`config.mk`:
```
export PLATFORM = sky130hd
export DESIGN_NAME = pipe_ctrl
export DESIGN_NICKNAME = d
export VERILOG_FILES = /design/src/rtl/pipe_pkg.sv /design/src/rtl/pipe_ctrl_hazard_detect.sv /design/src/rtl/pipe_ctrl.sv
export SDC_FILE = /design/constraint.sdc
export NUM_CORES = 1
export LEC_CHECK = 0
export BUFFER_PORTS_ARGS = -buffer_cell sky130_fd_sc_hd__buf_2
export CAP_MARGIN = 20
export CORE_UTILIZATION = 49
export CTS_BUF_LIST = sky130_fd_sc_hd__clkbuf_4
export DETAILED_ROUTE_END_ITERATION = 6
export PLACE_DENSITY_LB_ADDON = 0.2
export RECOVER_POWER = 50
export SYNTH_ARGS = -nofsm -noshare
export SYNTH_HDL_FRONTEND = slang
export SYNTH_HIERARCHICAL = 1
export SYNTH_SLANG_ARGS = --single-unit
```
`constraint.sdc`:
```
create_clock -name clk -period 1.9 [get_ports clk]
set_clock_uncertainty 0.05 [all_clocks]
set_input_delay 0.19 -clock clk [delete_from_list [all_inputs] [get_ports clk]]
set_output_delay 0.19 -clock clk [all_outputs]
set_load 0.01 [all_outputs]
```
`src/rtl/pipe_pkg.sv`:
```
// Shared types for the pipeline stall/flush sequencer and the pipeline-register modules.
// Holds the sequencer states, the event classes and the bundled register controls.
package pipe_pkg;

  typedef enum logic [1:0] {
    RUN      = 2'd0,
    MEM_WAIT = 2'd1,
    ERR      = 2'd2
  } state_t;

  typedef enum logic [1:0] {
    EV_NORMAL   = 2'd0,
    EV_MEM_BUSY = 2'd1,
    EV_BRANCH   = 2'd2,
    EV_LOAD_USE = 2'd3
  } event_t;

  localparam logic [4:0] REG_ZERO = 5'd0;

  typedef struct packed {
    logic pc_en;
    logic if_id_en;
    logic if_id_flush;
    logic id_ex_en;
    logic id_ex_flush;
    logic ex_mem_en;
    logic mem_wb_en;
    logic mem_wb_bubble;
  } pipe_ctl_t;

  localparam pipe_ctl_t CTL_NORMAL = '{
    pc_en: 1'b1, if_id_en: 1'b1, if_id_flush: 1'b0, id_ex_en: 1'b1,
    id_ex_flush: 1'b0, ex_mem_en: 1'b1, mem_wb_en: 1'b1, mem_wb_bubble: 1'b0
  };

  // Everything frozen except WB, which retires once and then sees bubbles.
  localparam pipe_ctl_t CTL_MEM_BUSY = '{
    pc_en: 1'b0, if_id_en: 1'b0, if_id_flush: 1'b0, id_ex_en: 1'b0,
    id_ex_flush: 1'b0, ex_mem_en: 1'b0, mem_wb_en: 1'b1, mem_wb_bubble: 1'b1
  };

  localparam pipe_ctl_t CTL_BRANCH = '{
    pc_en: 1'b1, if_id_en: 1'b1, if_id_flush: 1'b1, id_ex_en: 1'b1,
    id_ex_flush: 1'b1, ex_mem_en: 1'b1, mem_wb_en: 1'b1, mem_wb_bubble: 1'b0
  };

  localparam pipe_ctl_t CTL_LOAD_USE = '{
    pc_en: 1'b0, if_id_en: 1'b0, if_id_flush: 1'b0, id_ex_en: 1'b1,
    id_ex_flush: 1'b1, ex_mem_en: 1'b1, mem_wb_en: 1'b1, mem_wb_bubble: 1'b0
  };

  localparam pipe_ctl_t CTL_HALT = '{
    pc_en: 1'b0, if_id_en: 1'b0, if_id_flush: 1'b0, id_ex_en: 1'b0,
    id_ex_flush: 1'b0, ex_mem_en: 1'b0, mem_wb_en: 1'b0, mem_wb_bubble: 1'b0
  };

  localparam pipe_ctl_t CTL_RESET = '{
    pc_en: 1'b0, if_id_en: 1'b0, if_id_flush: 1'b1, id_ex_en: 1'b0,
    id_ex_flush: 1'b1, ex_mem_en: 1'b0, mem_wb_en: 1'b0, mem_wb_bubble: 1'b1
  };

endpackage

```
`src/rtl/pipe_ctrl_hazard_detect.sv`:
```
// Load-use hazard detector: the load in EX writes a register the ID instruction reads.
// Loads to $0 never create a dependency.
module hazard_detect
  import pipe_pkg::*;
(
  input  logic [4:0] id_rs,
  input  logic [4:0] id_rt,
  input  logic [4:0] ex_rt,
  input  logic       ex_mem_read,
  output logic       load_use
);

  assign load_use = ex_mem_read && (ex_rt != REG_ZERO) &&
                    ((ex_rt == id_rs) || (ex_rt == id_rt));

endmodule

```
`src/rtl/pipe_ctrl.sv`:
```
// Stall/flush sequencer for the 5-stage pipeline: resolves memory waits, taken branches
// and load-use hazards, with a wait watchdog and saturating performance counters.
module pipe_ctrl
  import pipe_pkg::*;
#(
  parameter int MAX_WAIT = 16,
  parameter int CW       = 16
) (
  input  logic          clk,
  input  logic          rst,
  input  logic [4:0]    id_RegisterRs,
  input  logic [4:0]    id_RegisterRt,
  input  logic [4:0]    ex_RegisterRt,
  input  logic          ex_MemRead,
  input  logic          ex_branch_taken,
  input  logic          dmem_req,
  input  logic          dmem_ready,
  output logic          pc_en,
  output logic          if_id_en,
  output logic          if_id_flush,
  output logic          id_ex_en,
  output logic          id_ex_flush,
  output logic          ex_mem_en,
  output logic          mem_wb_en,
  output logic          mem_wb_bubble,
  output logic          mem_err,
  output logic [CW-1:0] stall_count,
  output logic [CW-1:0] flush_count
);

  localparam int WW = $clog2(MAX_WAIT + 1);

  state_t        state;
  logic [WW-1:0] wait_cnt;
  logic          load_use;
  logic          mem_busy;
  event_t        ev;
  pipe_ctl_t     ctl;

  hazard_detect u_hazard_detect (
    .id_rs       (id_RegisterRs),
    .id_rt       (id_RegisterRt),
    .ex_rt       (ex_RegisterRt),
    .ex_mem_read (ex_MemRead),
    .load_use    (load_use)
  );

  assign mem_busy = dmem_req & ~dmem_ready;

  // A pending branch is held during a memory wait; a taken branch squashes the ID
  // instruction, so its load-use hazard is irrelevant.
  always_comb begin
    // NOTE: every combinational output gets a default first so no latch is inferred.
    ev = EV_NORMAL;
    if (state != ERR) begin
      if (mem_busy)             ev = EV_MEM_BUSY;
      else if (ex_branch_taken) ev = EV_BRANCH;
      else if (load_use)        ev = EV_LOAD_USE;
    end
  end

  always_comb begin
    ctl = CTL_NORMAL;
    if (!rst) begin
      ctl = CTL_RESET;
    end else if (state == ERR) begin
      ctl = CTL_HALT;
    end else begin
      case (ev)
        EV_MEM_BUSY: ctl = CTL_MEM_BUSY;
        EV_BRANCH:   ctl = CTL_BRANCH;
        EV_LOAD_USE: ctl = CTL_LOAD_USE;
        default:     ctl = CTL_NORMAL;
      endcase
    end
  end

  assign pc_en         = ctl.pc_en;
  assign if_id_en      = ctl.if_id_en;
  assign if_id_flush   = ctl.if_id_flush;
  assign id_ex_en      = ctl.id_ex_en;
  assign id_ex_flush   = ctl.id_ex_flush;
  assign ex_mem_en     = ctl.ex_mem_en;
  assign mem_wb_en     = ctl.mem_wb_en;
  assign mem_wb_bubble = ctl.mem_wb_bubble;
  assign mem_err       = (state == ERR);

  // wait_cnt counts busy cycles already spent; the busy cycle that finds it at
  // MAX_WAIT is the (MAX_WAIT+1)-th and trips the watchdog.
  always_ff @(posedge clk or negedge rst) begin
    // NOTE: sequential state uses non-blocking assignments so every flop samples pre-edge values.
    if (!rst) begin
      state    <= RUN;
      wait_cnt <= '0;
    end else begin
      case (state)
        RUN: begin
          if (mem_busy) begin
            state    <= MEM_WAIT;
            wait_cnt <= WW'(1);
          end
        end
        MEM_WAIT: begin
          if (mem_busy) begin
            if (wait_cnt == WW'(MAX_WAIT)) state <= ERR;
            else                           wait_cnt <= wait_cnt + WW'(1);
          end else begin
            state    <= RUN;
            wait_cnt <= '0;
          end
        end
        ERR:     state <= ERR;
        default: state <= ERR;
      endcase
    end
  end

  always_ff @(posedge clk or negedge rst) begin
    if (!rst) begin
      stall_count <= '0;
      flush_count <= '0;
    end else begin
      if ((ev == EV_MEM_BUSY || ev == EV_LOAD_USE) && stall_count != '1)
        stall_count <= stall_count + CW'(1);
      if (ev == EV_BRANCH && flush_count != '1)
        flush_count <= flush_count + CW'(1);
    end
  end

endmodule
```
==> results of run 1 <==
==> stage by stage <==
stage          hold slack (ns)  total power [mW]  cells  TNS (ns)
2_1_floorplan           -0.156              1.51    223   -0.0122
3_3_place_gp            0.0428              1.79    349     -2.03
3_5_place_dp            0.0442              1.81    349     -2.72
4_1_cts                  0.195              2.54    358         0
5_1_grt                  0.210              2.65    358   -0.0151
6_report                 0.196              2.50    358         0
==> path summary, 6_finish.rpt <==
| path | startpoint | endpoint | depth (start not counted) |
|---|---|---|---|
| min in group clk | dmem_req | state[0]$_DFFE_PN0P_ | 4 |
| min reg2reg | flush_count[15]$_DFFE_PN0P_ | flush_count[15]$_DFFE_PN0P_ | 1 |
| min | rst | wait_cnt[2]$_DFFE_PN0P_ | 2 |
| max reg2reg | stall_count[0]$_DFFE_PN0P_ | stall_count[1]$_DFFE_PN0P_ | 6 |
| max | ex_RegisterRt[1] | pc_en | 8 |
| max in group asynchronous | rst | stall_count[6]$_DFFE_PN0P_ | 3 |
==> flip-flops by register name, indices dropped and copies added, names as in the netlist <==
register	count
state	2
stall_count	16
flush_count	16
wait_cnt	5
==> layout make-up <==
type | count | area, µm²
flip-flops and latches | 39 | 976
inverters | 5 | 18.8
well taps | 52 | 65.1
clock inverters | 2 | 60.1
clock buffers | 6 | 45.0
multi-input cells | 171 | 1280
repair buffers | 83 | 447
fillers | 382 | 1490
==> cell families after synthesis <==
| family | after synthesis |
|---|---|
| AND/OR/NAND/NOR | 102 |
| XOR/XNOR | 35 |
| adder cells (fa/ha/maj) | 4 |
| AO/OA/AOI/OAI | 23 |
| multiplexers | 7 |
| buffers and inverters | 13 |
| flip-flops | 39 |
==> critical path, stage by stage <==
cell,delay [ns]
sky130_fd_sc_hd__buf_2,0.12
sky130_fd_sc_hd__or4_4,0.53
sky130_fd_sc_hd__o21ai_2,0.17
sky130_fd_sc_hd__a21oi_2,0.07
sky130_fd_sc_hd__nor2b_4,0.14
sky130_fd_sc_hd__buf_4,0.14
sky130_fd_sc_hd__nor3_4,0.11
sky130_fd_sc_hd__buf_2,0.15
==> power breakdown <==
part | internal [mW] | total (mW) | switching, mW
clock | 0.425 | 0.710 | 0.285
sequential | 0.967 | 1.15 | 0.185
combinational | 0.307 | 0.641 | 0.333
==> synthesized netlist by cell type (5+ instances only) <==
| library cell | n |
|---|---|
| sky130_fd_sc_hd__nand3_1 | 13 |
| sky130_fd_sc_hd__nor4_2 | 5 |
| sky130_fd_sc_hd__nor4_1 | 8 |
| sky130_fd_sc_hd__nand4_1 | 5 |
| sky130_fd_sc_hd__nor3_1 | 16 |
| sky130_fd_sc_hd__nand2_1 | 23 |
| sky130_fd_sc_hd__xor2_1 | 31 |
| sky130_fd_sc_hd__o21ai_0 | 8 |
| sky130_fd_sc_hd__a21oi_1 | 5 |
| sky130_fd_sc_hd__dfrtp_1 | 39 |
| sky130_fd_sc_hd__nor2_1 | 7 |
==> per-layer routing <==
| metal | GRT usage, % | up-vias | part of all wire, % |
|---|---|---|---|
| li1 | - | 966 | - |
| met1 | 31.2 | 967 | 46 |
| met2 | 33.5 | 55 | 49 |
| met3 | 4.47 | 10 | 3.6 |
| met4 | 6.44 | 0 | 1.2 |
| met5 | 0 | - | 0 |
==> what timing repair did <==
item,in CTS,in global routing
gates resized for setup,1,10
hold endpoints to repair,9,0
hold buffers,1,0
pin swaps,0,2
setup endpoints to repair,2,14
==> impl_metrics.py, run 1 <==
metrics = {
    "run_status": {
        "status": "complete, no violations",
    },
    "job": {
        "timing.max_cap.violations": 0,
    },
    "yosys": {
        "count_of_distinct_cell_types_in_the_synthesized_netlist": 47,
        "yosysTopAreaCellShare_pct": 43.1,
        "post_synth_instance_area_um2": 2260,
        "register_bit_total_from_synthesis": 39,
        "synthesis.area_per_instance_um2": 10.1,
        "synth-async-reset-ratio_pct": 100,
        "synth_fp_nets": 248,
        "synth_top_family_by_area": "simple AND/OR/NAND/NOR gates",
        "xor_xnor_portion_of_the_synthesized_cell_area_pct": 13.5,
        "synthCells": 223,
        "synthMuxAreaShare_pct": 3.65,
        "number_of_synthesized_flops_with_an_enable_pin": 0,
        "post-synth-top-area-cell": "sky130_fd_sc_hd__dfrtp_1",
        "synthesis.yosys.warnings": 6,
        "ys_seq_area_share_pct": 43.1,
        "synthSimpleGateAreaFrac_pct": 28.2,
        "post_synth_fa_ha_maj_area_fraction_pct": 2.21,
        "synth_compound_area_share_pct": 6.58,
        "postSynth.topFlopCell": "sky130_fd_sc_hd__dfrtp_1",
        "synthTopCellsByArea": "sky130_fd_sc_hd__dfrtp_1 (43%), sky130_fd_sc_hd__xor2_1 (12%), sky130_fd_sc_hd__nand2_1 (3.8%)",
    },
    "sta": {
        "worst_slack_ns": 0.0456,
        "maxSlewHeadroom_pct": 51.8,
        "maxSlewViolCount": 0,
        "max_freq_ghz": 0.539,
        "period_minus_slack_ns": 1.85,
        "hold_viol_final": 0,
        "final_number_of_setup_violating_endpoints": 0,
        "fin_crit_sh_pct": 97.6,
        "worst_pin_slew_ns": 0.723,
    },
    "setup_path": {
        "cp_max_fo": 3,
        "reg2reg_setup_slack_ns": 0.11,
        "worst-endpoint-required_ns": 1.66,
        "startpoint_type": "input port",
        "crit_type": "in2out",
        "worstSetupEndpointType": "output port",
        "cp_data_arrival_time_ns": 1.61,
    },
    "placed_design": {
        "placed_area_um2": 2750,
        "dp_slack_ns": -0.276,
        "dpl.hpwl_mm": 3.67,
        "place_congestion": 0.809,
        "port_buffers": 61,
    },
    "route": {
        "drt_first_iter_violations": 122,
        "detail_route.wl_per_cell_um": 14.0,
        "vias_per_cell": 5.58,
        "detail_route.drc_violations": 0,
        "vias": 1998,
        "drtPass1Iterations": 5,
        "wirelength_mm": 5.03,
        "antenna_violating_nets_post_route": 0,
    },
    "final_layout": {
        "final_layout_size_suffix_gt1_share_pct": 33.7,
        "diode_count": 0,
        "area_growth_syn_to_layout_pct": 27.8,
        "final_core_util_pct": 66.0,
        "nets": 330,
        "leading_cell_type_in_the_layout_fill_and_taps_excluded": "sky130_fd_sc_hd__buf_2",
        "postLayoutCellArea_um2": 2890,
        "layout_common_cells": "sky130_fd_sc_hd__buf_2 (42), sky130_fd_sc_hd__dfrtp_1 (39), sky130_fd_sc_hd__xor2_1 (31)",
    },
    "clock_tree": {
        "cts_htree_levels": 2,
        "cts_tree": "built",
        "worst_setup_hold_path_clk_slew_ns": 0.12,
        "post-cts-setup-buffers": 0,
        "ctsRootBufferMaster": "sky130_fd_sc_hd__clkbuf_4",
        "clockBufferDepth": 2,
        "cts_made_buffers": 5,
        "clock_sinks": 39,
        "worstSkewPairLatency_ns": 0.35,
    },
    "floorplan": {
        "die_height_um": 70.0,
        "start_util_pct": 51.6,
        "die_width_um": 70.0,
        "core-area_um2": 4380,
        "design.portCount": 62,
        "floorplan.die_area_um2": 4900,
        "num_rows": 24,
    },
    "power_and_ir_drop": {
        "ir_drop_mv": 0.616,
        "total_leakage_power_nw": 1.39,
        "power.density_nw_per_um2": 865,
    },
    "global_route": {
        "grt_antenna_before_repair": 0,
        "overflow": 0,
        "grt_start_max_net_pins": 31,
        "first_global_vias": 1812,
        "groute.usage.overall_pct": 21.9,
        "grt_first_pass_wirelength_mm": 8.60,
    },
    "hold_path": {
        "holdCritPathClass": "in2async",
    },
}
No activity file was read; power rests on OpenSTA's default activity.
==> run 2, diff against run 1 <==
--- a/config.mk
+++ b/config.mk
@@ -7,10 +7,11 @@
 export LEC_CHECK = 0
 export BUFFER_PORTS_ARGS = -buffer_cell sky130_fd_sc_hd__buf_2
 export CAP_MARGIN = 20
+export CORE_MARGIN = 3
 export CORE_UTILIZATION = 49
 export CTS_BUF_LIST = sky130_fd_sc_hd__clkbuf_4
 export DETAILED_ROUTE_END_ITERATION = 6
-export PLACE_DENSITY_LB_ADDON = 0.2
+export PLACE_DENSITY = 0.78
 export RECOVER_POWER = 50
 export SYNTH_ARGS = -nofsm -noshare
 export SYNTH_HDL_FRONTEND = slang
==> impl_metrics.py, run 2 (synthesis gave the netlist of run 1 again) <==
metrics = {
    "run_status": {
        "status": "complete, no violations",
    },
    "floorplan": {
        "design.portCount": 62,
        "die_width_um": 74.0,
        "floorplan.die_area_um2": 5470,
        "core-area_um2": 4410,
        "num_rows": 24,
        "die_height_um": 74.0,
        "start_util_pct": 51.3,
    },
    "clock_tree": {
        "clockBufferDepth": 2,
        "worstSkewPairLatency_ns": 0.34,
        "cts_made_buffers": 5,
        "clock_sinks": 39,
        "cts_htree_levels": 2,
        "ctsRootBufferMaster": "sky130_fd_sc_hd__clkbuf_4",
        "worst_setup_hold_path_clk_slew_ns": 0.11,
        "cts_tree": "built",
    },
    "setup_path": {
        "startpoint_type": "input port",
        "reg2reg_setup_slack_ns": 0.13,
        "cp_max_fo": 3,
        "cp_data_arrival_time_ns": 1.61,
        "worst_reg2reg_path_endpoint": "flush_count[2]$_DFFE_PN0P_",
        "r2r_cells": 5,
        "crit_type": "in2out",
        "regToRegStartpoint": "flush_count[8]$_DFFE_PN0P_",
        "worstSetupEndpointType": "output port",
        "worst-endpoint-required_ns": 1.66,
    },
    "power_and_ir_drop": {
        "power.density_nw_per_um2": 787,
        "ir_drop_mv": 0.699,
        "post_route_total_power_mw": 2.21,
        "total_leakage_power_nw": 1.38,
    },
    "placed_design": {
        "place_congestion": 0.910,
        "port_buffers": 61,
        "dpl.hpwl_mm": 3.89,
    },
    "sta": {
        "max_freq_ghz": 0.540,
        "tns_ns": 0,
        "final_number_of_setup_violating_endpoints": 0,
        "period_minus_slack_ns": 1.85,
        "fin_crit_sh_pct": 97.5,
        "grt_setup_unrepaired": "yes",
        "maxSlewViolCount": 0,
        "hold_viol_final": 0,
        "maxSlewHeadroom_pct": 55.6,
        "worst_pin_slew_ns": 0.667,
    },
    "final_layout": {
        "area_growth_syn_to_layout_pct": 24.0,
        "nets": 331,
        "diode_count": 0,
        "biggestRegsByFlops": "flush_count (16), stall_count (16), wait_cnt (5)",
        "leading_cell_type_in_the_layout_fill_and_taps_excluded": "sky130_fd_sc_hd__buf_2",
        "layout_common_cells": "sky130_fd_sc_hd__buf_2 (42), sky130_fd_sc_hd__dfrtp_1 (39), sky130_fd_sc_hd__xor2_1 (31)",
        "layout.filler_cells": 383,
        "final_layout_size_suffix_gt1_share_pct": 31.4,
    },
    "global_route": {
        "grt_start_max_net_pins": 29,
        "grt_first_pass_wirelength_mm": 8.54,
        "overflow": 0,
        "groute.usage.overall_pct": 20.0,
        "grt_antenna_before_repair": 0,
        "first_global_vias": 1884,
    },
    "hold_path": {
        "worst_hold_path.endpoint": "state[0]$_DFFE_PN0P_",
        "timing.hold.worst_path_depth": 4,
        "holdCritPathClass": "in2reg",
        "holdCritStartpoint": "dmem_req",
    },
    "route": {
        "vias_per_cell": 5.53,
        "antenna_violating_nets_post_route": 0,
        "wirelength_mm": 5.09,
        "drt_first_iter_violations": 120,
        "drtPass1Iterations": 4,
        "vias": 1978,
        "detail_route.wl_per_cell_um": 14.2,
        "detail_route.drc_violations": 0,
    },
    "job": {
        "timing.max_cap.violations": 0,
    },
}
[run 2: worst max-delay path by stage]
stage | start | endpoint | slack (ns)
6_report | ex_RegisterRt[4] | pc_en | 0.05
5_1_grt | ex_RegisterRt[4] | stall_count[12]$_DFFE_PN0P_ | -0.006
4_1_cts | ex_RegisterRt[4] | pc_en | 0.05
3_5_place_dp | ex_RegisterRt[3] | stall_count[15]$_DFFE_PN0P_ | -0.28
3_3_place_gp | ex_RegisterRt[3] | stall_count[15]$_DFFE_PN0P_ | -0.19
2_1_floorplan | ex_RegisterRt[3] | stall_count[15]$_DFFE_PN0P_ | -0.01
[run 2: stage by stage]
stage | util, % | hold slack [ns] | area [µm²] | setup slack [ns] | cells
6_report | 63.6 | 0.259 | 2810 | 0.0478 | 358
5_1_grt | 63.6 | 0.270 | 2810 | -0.00593 | 358
4_1_cts | 63.7 | 0.240 | 2810 | 0.0533 | 356
3_5_place_dp | 62.2 | 0.110 | 2750 | -0.277 | 348
3_3_place_gp | 62.2 | 0.107 | 2750 | -0.194 | 348
2_1_floorplan | - | -0.156 | 2270 | -0.0122 | 223
[run 2: final cells by class]
| cell class | instances | area [µm²] | share of cell area [%] |
|---|---|---|---|
| clock inverters | 2 | 8.76 | 0.312 |
| well taps | 52 | 65.1 | 2.32 |
| inverters | 5 | 18.8 | 0.668 |
| flip-flops and latches | 39 | 976 | 34.8 |
| multi-input cells | 171 | 1250 | 44.6 |
| repair buffers | 84 | 450 | 16.0 |
| clock buffers | 5 | 37.5 | 1.34 |
[run 2: worst max-delay path, cell delays in order]
cell                      delay, ns
sky130_fd_sc_hd__buf_2         0.12
sky130_fd_sc_hd__or4_1         0.53
sky130_fd_sc_hd__o21ai_2       0.16
sky130_fd_sc_hd__a21oi_2       0.06
sky130_fd_sc_hd__nor2b_1       0.15
sky130_fd_sc_hd__buf_4         0.14
sky130_fd_sc_hd__nor3_2        0.11
sky130_fd_sc_hd__buf_2         0.15
[run 2: timing repair]
action,CTS,global route
hold endpoints to repair,11,0
setup buffers,0,2
gates resized for setup,2,2
endpoints found under the setup margin,2,4
pin swaps,0,3
hold buffers,1,0
[run 2: layer usage]
metal / up-vias / track usage [%] / share of wire, %
met1: 959 / 26.7 / 43
met3: 5 / 3.78 / 4.8
met5: - / 0 / 0
met2: 48 / 33.8 / 52
met4: 0 / 5.03 / 0.75
li1: 966 / - / -
[run 2: power by group]
| part | internal, mW | leakage (nW) | switching (mW) |
|---|---|---|---|
| combinational | 0.328 | 0.832 | 0.341 |
| sequential | 0.967 | 0.517 | 0.184 |
| clock | 0.131 | 0.0285 | 0.258 |
| total | 1.43 | 1.38 | 0.784 |
